<file path="src/rtl/keccak_round_ctrl.sv">
// Keccak-f[1600] round sequencer: load handshake, round counter,
// per-cycle round enables and a held valid/ready result handshake.
module keccak_round_ctrl #(
  parameter int NUM_ROUNDS = 24,
  parameter int UNROLL     = 1
) (
  input  logic       clk_i,
  input  logic       rst_ni,
  input  logic       in_valid_i,
  output logic       in_ready_o,
  input  logic       abort_i,
  output logic       state_load_o,
  output logic       round_en_o,
  output logic [4:0] round_number_o,
  output logic       round_last_o,
  output logic       busy_o,
  output logic       out_valid_o,
  input  logic       out_ready_i
);

  if (NUM_ROUNDS < 1 || NUM_ROUNDS > 24 || UNROLL < 1 ||
      (NUM_ROUNDS % UNROLL) != 0) begin : g_bad_cfg
    $error("keccak_round_ctrl: bad NUM_ROUNDS/UNROLL");
  end

  localparam logic [4:0] STEP = 5'(UNROLL);
  localparam logic [4:0] LAST = 5'(NUM_ROUNDS - UNROLL);

  typedef enum logic [1:0] {
    IDLE  = 2'd0,
    ROUND = 2'd1,
    DONE  = 2'd2
  } state_e;

  state_e     state_q, state_d;
  logic [4:0] cnt_q, cnt_d;
  logic       cnt_last;

  assign cnt_last = (cnt_q == LAST);

  always_ff @(posedge clk_i or negedge rst_ni) begin
    if (!rst_ni) begin
      state_q <= IDLE;
      cnt_q   <= '0;
    end else begin
      state_q <= state_d;
      cnt_q   <= cnt_d;
    end
  end

  // abort wins over every other transition, including load and drain
  always_comb begin
    state_d = state_q;
    cnt_d   = cnt_q;
    if (abort_i) begin
      state_d = IDLE;
      cnt_d   = '0;
    end else begin
      unique case (state_q)
        IDLE: begin
          if (in_valid_i) begin
            state_d = ROUND;
            cnt_d   = '0;
          end
        end
        ROUND: begin
          if (cnt_last) begin
            state_d = DONE;
            cnt_d   = '0;
          end else begin
            cnt_d = cnt_q + STEP;
          end
        end
        DONE: begin
          if (out_ready_i) state_d = IDLE;
        end
        default: begin
          state_d = IDLE;
          cnt_d   = '0;
        end
      endcase
    end
  end

  always_comb begin
    in_ready_o     = 1'b0;
    state_load_o   = 1'b0;
    round_en_o     = 1'b0;
    round_number_o = '0;
    round_last_o   = 1'b0;
    busy_o         = 1'b0;
    out_valid_o    = 1'b0;
    unique case (state_q)
      IDLE: begin
        in_ready_o   = 1'b1;
        state_load_o = in_valid_i & ~abort_i;
      end
      ROUND: begin
        round_en_o     = 1'b1;
        round_number_o = cnt_q;
        round_last_o   = cnt_last;
        busy_o         = 1'b1;
      end
      DONE: begin
        busy_o      = 1'b1;
        out_valid_o = 1'b1;
      end
      default: ;
    endcase
  end

endmodule

</file>
<file path="config.mk">
export PLATFORM = sky130hd
export DESIGN_NAME = keccak_round_ctrl
export DESIGN_NICKNAME = d
export VERILOG_FILES = /design/src/rtl/keccak_round_ctrl.sv
export SDC_FILE = /design/constraint.sdc
export NUM_CORES = 1
export LEC_CHECK = 0
export ABC_AREA = 1
export CAP_MARGIN = 20
export CORE_AREA = 10 10 47 49
export DETAILED_ROUTE_END_ITERATION = 16
export DIE_AREA = 0 0 57 59
export GPL_TIMING_DRIVEN = 0
export PLACE_DENSITY_LB_ADDON = 0.08
export RECOVER_POWER = 100
export SYNTH_ARGS = -nofsm -noshare
export SYNTH_HDL_FRONTEND = slang
export SYNTH_SLANG_ARGS = --single-unit
</file>
<file path="constraint.sdc">
create_clock -name clk_i -period 2 [get_ports clk_i]
set_clock_uncertainty 0.05 [all_clocks]
set_input_delay 0.5 -clock clk_i [delete_from_list [all_inputs] [get_ports clk_i]]
set_output_delay 0.5 -clock clk_i [all_outputs]
set_load 0.005 [all_outputs]
</file>
Word-level counts from Yosys, hierarchy flattened --
Cells that the tools add are included.
Word-level totals: word-level logic and storage cells 32, output and inout bits 11, register bits after elaboration 7, input port bits 5
Operators by class: $add $sub $neg 1, reduce and logical (&&, ||, !) cells 4, bitwise operators 2, multiplexer cells 16, equal/unequal tests 7
Operators with widths (count):
- $mux W5 | 4
- $pmux W5 S3 | 1
- $ne A3 B3 Y1 const B | 3
- $mux W2 | 4
- $mux W1 | 6
- $pmux W2 S3 | 1
- $add A5 B1 Y5 const B | 1
- $eq A5 B5 Y1 const B | 1
- $reduce_and A3 Y1 | 1
- $eq A2 B1 Y1 const B | 1
- $eq A2 B2 Y1 const B | 1
- $logic_not A2 Y1 | 1
- $ne A2 B2 Y1 const B | 1
- $reduce_and A2 Y1 | 1
- $reduce_or A2 Y1 | 1
- $and A1 B1 Y1 | 1
- $not A1 Y1 | 1

Logic depth before layout (Yosys ltp) --
word-level depth 4, gate-level depth with buffers 8, mapped depth without buffers 8

Worst setup path after synthesis --
No wires, ideal clock.
path type flip-flop to output port, start reg state_q[1], end out round_last_o, data arrival time 0.980 ns, setup slack 0.470 ns, required time 1.450 ns, path buffers 0, stages on the path, launching flop included 5, cell sequence dfrtp_1 > inv_1 > ha_1 > inv_2 > nor2_1
On the way: cells in the longest elaborated chain, start to end 2
Ends and longest elaborated chain:
- from (decl) | RTL line 35 | state_e state_q, state_d;
- from (signal assigned) | RTL line 46 | state_q <= state_d;
- $eq A2 B1 Y1 | RTL line 93 | unique case (state_q)
- $mux W1 | RTL line 93
- to (decl) | RTL line 15 | output logic round_last_o,
No other way between the ends.

Worst setup path in the final report --
start reg state_q[1], end out out_valid_o
On the way: cells in the longest elaborated chain, start to end 2
Ends and longest elaborated chain:
- $eq A2 B2 Y1 | RTL line 93
- $mux W1 | RTL line 93
- to (decl) | RTL line 17 | output logic out_valid_o,
No other way between the ends.

==> flow_metrics.tcl <==
set metrics [dict create \
    n_antenna_cell 0 \
    ff2ff_path_depth 7 \
    clk_latency_ns 0.24 \
    finalSetupTns_ns 0 \
    initialDrtViolationCount 1 \
    min_path_type "reg -> reg" \
    drive_gt1_frac 0.2411 \
    die_h_um 59 \
    cp_max_fo 3 \
    num_rows 14 \
    syn_area_um2 580.6 \
    die_x_um 57 \
    final_cell_area_um2 842.1 \
    nets 123 \
    post-route-period-util 0.9685 \
    cts_root_buffer "clkbuf_4" \
    finalSetupViolCount 0 \
    finalHoldViolCount 0 \
    numCtsBuffers 3 \
    rsz0062_at_grt "false" \
    crit_top_cell "buf_4" \
    via_per_inst 4.578 \
    cts_tree "yes" \
    wirelength_mm 1.493 \
    synth.yosys.seq_area_share 0.3017 \
    fmax_ghz 0.5163 \
    path_clk_slew_ns 0.05 \
    overflow 0 \
    cpPeakStageDelay_ns 0.39 \
    rr_endpoint "cnt_q[0]" \
    worst_path_max_delay_cell "dfrtp_1" \
    max-vdd-ir-drop_mv 0.4605 \
    syn_to_final_growth_pct 45.04 \
    route.detailed.drc 0 \
    start_kind "register" \
    clock_sinks 7 \
    wl_per_cell_um 11.66 \
    crit_buf_inv 3 \
    final_util 0.6009 \
    rr_startpoint "state_q[1]" \
    hpwl_mm 1.058 \
    maxSlewHeadroom 0.6099 \
    ys_ff_latch 7 \
    cap_viol_max_count 0 \
    final_cell_mix "nand2_1 (31), inv_1 (12), nor2_1 (9), buf_4 (9), dlygate4sd2_1 (8)" \
    startpoint "state_q[1]" \
    critical_path_class "reg -> out" \
    synth_cells 85 \
    cts_max_path_buffers 2 \
    dieArea_mm2 0.003363 \
    ys_types 17 \
    crit_required_ns 1.45 \
    ys.flop_type "dfrtp_1" \
    hold_buffers 0 \
    end_kind "primary output" \
    grt_pass1_vias 582 \
    cp.arrival_ns 1.39 \
    core-area_mm2 0.001401 \
    fin_crit_ns 1.937 \
    fill_cells 140 \
    io_buffers 14 \
    layout_commonest_cell "nand2_1" \
    syn-num-nets 95 \
    vias 586 \
    reg2reg_setup_slack_ns 0.33 \
    gp_congestion 0.7287 \
    worstMarginPinSlew_ns 0.5790 \
    status "completed" \
    avgSynthCellArea_um2 6.830 \
    synth-edff-count 0 \
    antenna_left 0 \
    powerDensity_mw_per_mm2 709.9 \
    first_pass_iters 3 \
    synthArstFlopShare 1.000 \
    cp.depth 4 \
    grt_pass1_wl_mm 2.442 \
    yosys_warnings 0 \
    crit_path_end "out_valid_o" \
    crit_family "buffers and inverters" \
    dpl-instance-area_um2 740.7 \
    seq_area_um2 176.4 \
    start_util 0.4143 \
    cp_cell_sequence "buf_4 > buf_4 > ha_1 > dlygate4sd2_1" \
    grt_usage 0.08777 \
    drv_slew 0 \
    multiInputGateArea_um2 357.8 \
    grt_antenna_before_repair 0 \
    ioPinCount 16 \
    htreeDepth 1 \
    grt_max_degree 9 \
    leakagePower_nw 0.5080 \
]
-- layer usage --
| metal | GRT usage | vias to the layer above | wire (um) |
|---|---|---|---|
| met5 | 0 | - | 0 |
| met2 | 0.1612 | 8 | 747 |
| met4 | 0.04027 | 0 | 0 |
| met3 | 0.02361 | 0 | 81 |
| li1 | - | 311 | - |
| met1 | 0.09046 | 267 | 664 |
-- through the flow --
stage               setup slack [ns]  instances  power (mW)  hold slack, ns
CTS                          0.01218        126      0.5880          0.4535
global route                0.003066        128      0.6390          0.5275
finish                       0.06301        128      0.5977          0.5114
detailed placement           -0.2479        115      0.4083          0.4569
global placement             -0.2272        115      0.4036          0.4453
floorplan                     0.4700         85      0.3112          0.1544
-- kinds of logic (layout without fill, tap and decap cells) --
family | after synthesis | in the layout | synth area share
compound gates | 3 | 3 | 0.05173
fa+ha+maj | 5 | 5 | 0.1078
buf+inv | 17 | 44 | 0.1228
flops | 7 | 7 | 0.3017
simple gates | 53 | 53 | 0.4159
-- power by group --
part / total (mW) / internal [mW] / switching, mW
sequential: 0.175 / 0.158 / 0.0169
clock: 0.125 / 0.0759 / 0.0491
combinational: 0.298 / 0.146 / 0.152
total: 0.598 / 0.380 / 0.218
-- flip-flops by register name, indices dropped and copies added, names as in the netlist --
name     cells
cnt_q        5
state_q      2
-- repair_timing --
| item | 4_1_cts | 5_1_grt |
|---|---|---|
| resized for setup | 19 | 7 |
| pin swaps | 0 | 1 |
| setup endpoints to repair | 11 | 4 |
| setup buffers | 7 | 2 |
-- synthesized netlist by cell type, types with 2 or more instances --
cell type,count,share of area
inv_1,14,0.091
nand3_1,7,0.060
nand2_1,31,0.20
dfrtp_1,7,0.30
ha_1,5,0.11
inv_2,2,0.013
nor2_1,9,0.058
-- worst min-delay path: cells and delay by family (launching register included) --
family           cells  cell delay [ns]
DFF                  1             0.40
and+or+nand+nor      2             0.12
-- worst min-delay path by stage --
stage,startpoint,endpoint,slack [ns],depth (start not counted)
after floorplan,rst_ni,cnt_q[0],0.15,0
after global placement,state_q[0],state_q[0],0.45,2
after detailed placement,state_q[1],state_q[1],0.46,2
after CTS,rst_ni,state_q[0],0.45,1
after global routing,state_q[0],state_q[0],0.53,2
final,state_q[0],state_q[0],0.51,2
-- layout make-up --
| type | count | share of cell area |
|---|---|---|
| Clock buffer | 4 | 0.03120 |
| Multi-Input combinational cell | 61 | 0.4250 |
| Buffer | 1 | 0.01337 |
| Sequential cell | 7 | 0.2095 |
| Timing Repair Buffer | 23 | 0.2259 |
| Tap cell | 16 | 0.02377 |
| Inverter | 16 | 0.07132 |
No activity file was read; power rests on OpenSTA's default activity.
